File: config.mk
export PLATFORM = sky130hd
export DESIGN_NAME = key_event_gen
export DESIGN_NICKNAME = d
export VERILOG_FILES = /design/src/rtl/key_evt_pkg.sv /design/src/rtl/key_debounce_ch.sv /design/src/rtl/key_event_gen.sv
export SDC_FILE = /design/constraint.sdc
export NUM_CORES = 1
export LEC_CHECK = 0
export BUFFER_PORTS_ARGS = -buffer_cell sky130_fd_sc_hd__buf_2
export CORE_MARGIN = 3
export CORE_UTILIZATION = 56
export CTS_CLUSTER_DIAMETER = 80
export CTS_CLUSTER_SIZE = 12
export DETAILED_ROUTE_END_ITERATION = 8
export PLACE_DENSITY = 0.76
export REMOVE_ABC_BUFFERS = 1
export SYNTH_ARGS = -nofsm -noshare
export SYNTH_HDL_FRONTEND = slang
export SYNTH_SLANG_ARGS = --single-unit
File: constraint.sdc
create_clock -name clk_50m -period 1.7 [get_ports clk_50m]
set_input_delay 0.255 -clock clk_50m [delete_from_list [all_inputs] [get_ports clk_50m]]
set_output_delay 0.255 -clock clk_50m [all_outputs]
set_load 0.01 [all_outputs]
File: src/rtl/key_evt_pkg.sv
// key_evt_pkg: shared state type, clog2 helper and default timing constants for key event decoding
package key_evt_pkg;
  typedef enum logic [1:0] {IDLE, PRESSED, HELD} key_state_t;
  localparam int CLK_HZ = 50_000_000;
  localparam int DEF_DEBOUNCE_CYC = 8192;
  localparam int DEF_LONG_CYC = CLK_HZ;
  localparam int DEF_REPEAT_CYC = CLK_HZ / 5;
  function automatic int clog2(input longint v);
    int r;
    r = 0;
    while ((64'd1 << r) < v) r++;
    return r;
  endfunction
endpackage

File: src/rtl/key_debounce_ch.sv
// key_debounce_ch: one key channel (2-flop sync, debounce, press/release/long FSM)
// KEY_REPEAT_EN adds the auto-repeat counter in HELD; otherwise repeat_pulse is tied low
module key_debounce_ch
  import key_evt_pkg::*;
#(
  parameter int DEBOUNCE_CYC = DEF_DEBOUNCE_CYC,
  parameter int LONG_CYC = DEF_LONG_CYC
`ifdef KEY_REPEAT_EN
  , parameter int REPEAT_CYC = DEF_REPEAT_CYC
`endif
) (
  input  logic clk_50m,
  input  logic rst_n,
  input  logic key_in,
  output logic key_level,
  output logic press_pulse,
  output logic release_pulse,
  output logic long_pulse,
  output logic repeat_pulse
);
  localparam int DW = clog2(DEBOUNCE_CYC + 1);
  localparam int HW = clog2(LONG_CYC + 1);
  localparam logic [DW-1:0] DB_MAX = DW'(DEBOUNCE_CYC);
  localparam logic [HW-1:0] LONG_M1 = HW'(LONG_CYC - 1);
  logic key_meta, key_sync, tog, rise, fall;
  logic [DW-1:0] db_cnt;
  logic [HW-1:0] hold_cnt;
  key_state_t state;
  always_comb begin
    tog = (key_sync != key_level) && (db_cnt == DB_MAX);
    rise = tog & ~key_level;
    fall = tog & key_level;
  end
  always_ff @(posedge clk_50m) begin
    if (!rst_n) begin
      key_meta <= 1'b0;
      key_sync <= 1'b0;
      db_cnt <= '0;
      key_level <= 1'b0;
      press_pulse <= 1'b0;
      release_pulse <= 1'b0;
      long_pulse <= 1'b0;
      hold_cnt <= '0;
      state <= IDLE;
    end else begin
      key_meta <= key_in;
      key_sync <= key_meta;
      db_cnt <= (key_sync == key_level || tog) ? '0 : db_cnt + DW'(1);
      key_level <= key_level ^ tog;
      press_pulse <= rise;
      release_pulse <= fall;
      long_pulse <= 1'b0;
      if (fall) begin
        state <= IDLE;
        hold_cnt <= '0;
      end else if (rise) begin
        state <= PRESSED;
        hold_cnt <= '0;
      end else if (state == PRESSED) begin
        hold_cnt <= hold_cnt + HW'(1);
        if (hold_cnt == LONG_M1) begin
          state <= HELD;
          long_pulse <= 1'b1;
        end
      end
    end
  end
`ifdef KEY_REPEAT_EN
  localparam int RW = clog2(REPEAT_CYC + 1);
  localparam logic [RW-1:0] RPT_MAX = RW'(REPEAT_CYC);
  localparam logic [RW-1:0] RPT_M1 = RW'(REPEAT_CYC - 1);
  logic [RW-1:0] rpt_cnt;
  logic in_held;
  always_comb in_held = (state == HELD) && !fall;
  // counts 1..REPEAT_CYC while held; pulse lands on the cycle the count reaches REPEAT_CYC
  always_ff @(posedge clk_50m) begin
    if (!rst_n) begin
      rpt_cnt <= '0;
      repeat_pulse <= 1'b0;
    end else begin
      rpt_cnt <= in_held ? ((rpt_cnt == RPT_MAX) ? RW'(1) : rpt_cnt + RW'(1)) : '0;
      repeat_pulse <= in_held && (rpt_cnt == RPT_M1);
    end
  end
`else
  assign repeat_pulse = 1'b0;
`endif
endmodule

File: src/rtl/key_event_gen.sv
// key_event_gen: debounced per-key press/release/long(/repeat with KEY_REPEAT_EN) pulse generator
module key_event_gen
  import key_evt_pkg::*;
#(
  parameter int NUM_KEYS = 2,
  parameter int DEBOUNCE_CYC = DEF_DEBOUNCE_CYC,
  parameter int LONG_CYC = DEF_LONG_CYC
`ifdef KEY_REPEAT_EN
  , parameter int REPEAT_CYC = DEF_REPEAT_CYC
`endif
) (
  input  logic                clk_50m,
  input  logic                rst_n,
  input  logic [NUM_KEYS-1:0] key_in,
  output logic [NUM_KEYS-1:0] key_level,
  output logic [NUM_KEYS-1:0] press_pulse,
  output logic [NUM_KEYS-1:0] release_pulse,
  output logic [NUM_KEYS-1:0] long_pulse,
  output logic [NUM_KEYS-1:0] repeat_pulse
);
  for (genvar i = 0; i < NUM_KEYS; i++) begin : g_ch
    key_debounce_ch #(
      .DEBOUNCE_CYC(DEBOUNCE_CYC),
      .LONG_CYC(LONG_CYC)
`ifdef KEY_REPEAT_EN
      , .REPEAT_CYC(REPEAT_CYC)
`endif
    ) u_ch (
      .clk_50m(clk_50m),
      .rst_n(rst_n),
      .key_in(key_in[i]),
      .key_level(key_level[i]),
      .press_pulse(press_pulse[i]),
      .release_pulse(release_pulse[i]),
      .long_pulse(long_pulse[i]),
      .repeat_pulse(repeat_pulse[i])
    );
  end
endmodule

==> key figures <==
Outcome
  • Outcome: completed

Cells and area
  • Ant diodes: 0
  • Most frequent cells in the layout: dfxtp_1 (83), nor2_1 (58), buf_4 (52)
  • Area Overhead vs Synth: 20.66%
  • Final non-filler cell total: 657
  • Nets: 563
  • Most common cell after layout, fill and taps aside: dfxtp_1
  • Share of cells above drive strength 1: 24.01%
  • FILL cells: 554

Synth
  • Synth warn: 0
  • EDFF count, synth: 0
  • Synthesized instance count: 496
  • Synth Flop Type: dfxtp_1
  • Area leader, netlist: dfxtp_1
  • Syn Area/Cell: 8.877 µm²
  • Yosys cell types: 44
  • Yosys reg bits: 96
  • Seq/Total Area, Yosys: 43.65%
  • Netlist Area Pre-Place: 4403 µm²
  • Top post-synthesis cells by area: dfxtp_1 (44%), xor2_1 (6.0%), nor2_1 (5.0%), nand4_1 (3.6%), a21oi_1 (3.4%)
  • Async set-reset flop share out of synthesis: 0%
  • Synth top area share: 43.65%

Critical path
  • Worst Setup End Kind: register
  • Req. time, crit path: 1.93 ns
  • Crit-path slowest cell: nor4b_1
  • CP Data Arrival Time: 1.93 ns
  • Largest stage delay, worst path: 0.39 ns
  • Critical Path Source Type: register
  • Critical path type: register to register
  • Crit-path max FO: 4
  • Crit path cell chain: buf_4 -> nor4b_1 -> nand4_1 -> o2111ai_1 -> o311ai_1

Timing
  • Period minus WS final: 1.698 ns
  • Clk_skew: 0.01414 ns
  • Setup ws final: 0.001877 ns
  • Final TNS setup: 0 ns
  • Highest Clock Rate: 588.9 MHz
  • Fin. max-slew vios: 0
  • Final Cycle Share: 99.89%
  • RSZ-0062 raised after global routing: yes
  • Fin. Hold Viols: 0
  • Final setup violation count: 0

Floorplanning
  • Core Area: 7447 µm²
  • Initial Util: 59.12%
  • Chip Height: 94.67 µm
  • Chip width: 94.67 µm
  • # rows: 31
  • Die Area: 8962 µm²
  • IO Pins: 14

Pwr
  • Seq pwr share: 59.9%
  • Clk network pwr share: 37.1%
  • Pwr Density: 714.2 nW/µm²
  • Switch share: 23.40%
  • Switch Pwr: 0.8878 mW
  • Combinational share of power: 3.0%
  • Highest ir drop seen on vdd: 0.6016 mV
  • Leak: 1.915 nW
  • Tot Pwr: 3.794 mW
  • Cell Int Power: 2.906 mW

Routing
  • Final wirelength: 9.591 mm
  • WL met2: 4.733 mm
  • Metal3 WL: 376 µm
  • Wire per inst: 14.60 µm
  • DRC: 0
  • Pre-antenna DRT Iters: 4
  • Vias: 3756
  • Post-route ant nets: 0
  • Top sig layer: met4
  • Vias per cell: 5.717
  • M1 wire length: 4.382 mm
  • First-iteration detailed-routing DRC count: 152

Clock network
  • CTS clk-pin slew, worst paths: 0.09 ns
  • Clock Latency Late Sink: 0.36 ns
  • Clock sinks: 96
  • Htree depth: 3
  • CTS buffer count: 9
  • CTS tree: yes
  • Clock Path Buffers: 2
  • CTS Root Cell: clkbuf_8

Global route
  • First-pass GRT wire length: 14.97 mm
  • Number of global-route vias before repair: 3498
  • Initial antenna violation count: 0
  • Total gr overflow: 0
  • Largest net degree at the start of global routing: 29
  • GRT Total Usage: 20.39%

Place
  • Post-placement cell count: 631
  • Post-place setup slack: -0.04767 ns
  • IO Port Bufs: 11
  • GP Congestion: 0.8505
  • Dpl hpwl: 6.327 mm

Run
  • Max cap viols: 0

Min path
  • Tightest Hold Check Type: input pin to register
power by group through the flow:
| stage | sequential [mW] | clock (mW) | combinational [mW] |
|---|---|---|---|
| 6_report | 2.27 | 1.41 | 0.115 |
| 3_3_place_gp | 2.33 | 0 | 0.0906 |
| 3_5_place_dp | 2.33 | 0 | 0.0929 |
| 4_1_cts | 2.28 | 1.45 | 0.0942 |
| 5_1_grt | 2.28 | 1.54 | 0.126 |
| 2_1_floorplan | 2.32 | 0 | 0.0554 |
metal layers:
metal / vias to the layer above / GRT usage, %
met3: 13 / 4.542
met1: 1759 / 26.12
met4: 0 / 5.889
li1: 1899 / -
met5: - / 0
met2: 85 / 34.41
registers in the layout, summed over array words and instances, names as in the netlist, named ones only:
name,count
g_ch.u_ch.db_cnt,28
g_ch.u_ch.long_pulse,2
g_ch.u_ch.press_pulse,2
g_ch.u_ch.key_meta,2
g_ch.u_ch.state,4
g_ch.u_ch.release_pulse,2
g_ch.u_ch.hold_cnt,52
g_ch.u_ch.key_sync,2
Yosys cell counts (2+ instances only):
cell type,n
nand2b_1,2
nand2_1,32
and4_1,12
or4_1,15
nand4_2,2
nor3_1,7
nor2_1,59
dfxtp_1,96
nand3_1,25
buf_2,10
o21ai_0,11
buf_4,11
o21ba_2,2
or3_1,12
nor4_1,7
o41ai_1,2
mux2i_1,3
nor4b_1,5
nand4_1,25
nor3b_1,5
inv_1,12
ha_1,6
nor2b_1,2
clkbuf_1,5
and4b_1,5
xnor2_1,17
a21oi_1,30
and2_1,7
xor2_1,30
and3_1,11
o31ai_1,15
what timing repair did:
action                     in CTS  in global routing
pin swaps                       1                 11
setup endpoints to repair      33                 53
buffers inserted                1                  6
cloned                          0                  3
hold buffers                    0                  0
resized for setup               6                 46
kinds of logic after synthesis:
logic type               count (synthesis)  share of synthesized area [%]
AND/OR/NAND/NOR                        237                          30.41
XOR/XNOR                                47                          9.349
adder cells (fa/ha/maj)                  6                          1.705
multiplexers                             3                         0.6820
flip-flops                              96                          43.65
buffers and inverters                   38                          4.462
AO/OA/AOI/OAI                           68                          9.662
other                                    1                        0.08517
worst max-delay path: cells and delay by family (launching register included):
family          cells  cell delay [ns]
compound gates      2             0.41
simple gates        2             0.71
buf+inv             1             0.14
flops               1             0.32
path summary, 6_finish.rpt:
kind	end	depth (start not counted)	from	slack (ns)
worst max-delay path	g_ch[0].u_ch.state[0]	5	g_ch[0].u_ch.hold_cnt[7]	0.002
worst min-delay path	g_ch[0].u_ch.key_meta	2	key_in[0]	0.10
worst max register to register	g_ch[0].u_ch.state[0]	5	g_ch[0].u_ch.hold_cnt[7]	0.002
worst min register to register	g_ch[1].u_ch.key_sync	1	g_ch[1].u_ch.key_meta	0.44
stage by stage:
step / hold slack (ns) / util [%] / instance area [µm²]
after floorplan: 0.3767 / - / 4255
after CTS: 0.07952 / 68.06 / 5069
after detailed placement: 0.4195 / 65.09 / 4847
after global routing: 0.07858 / 71.34 / 5313
after global placement: 0.4152 / 65.09 / 4847
final: 0.1004 / 71.34 / 5313
cell type report:
class / count / area [µm²] / area share, %
multi-input combinational: 364 / 2431 / 45.76
timing repair buffer: 70 / 578.1 / 10.88
tap: 99 / 123.9 / 2.332
clock buffer: 10 / 137.6 / 2.591
sequential: 96 / 1946 / 36.62
clock inverter: 6 / 51.30 / 0.9656
inverter: 12 / 45.04 / 0.8479
(Power assumes the default switching activity.)
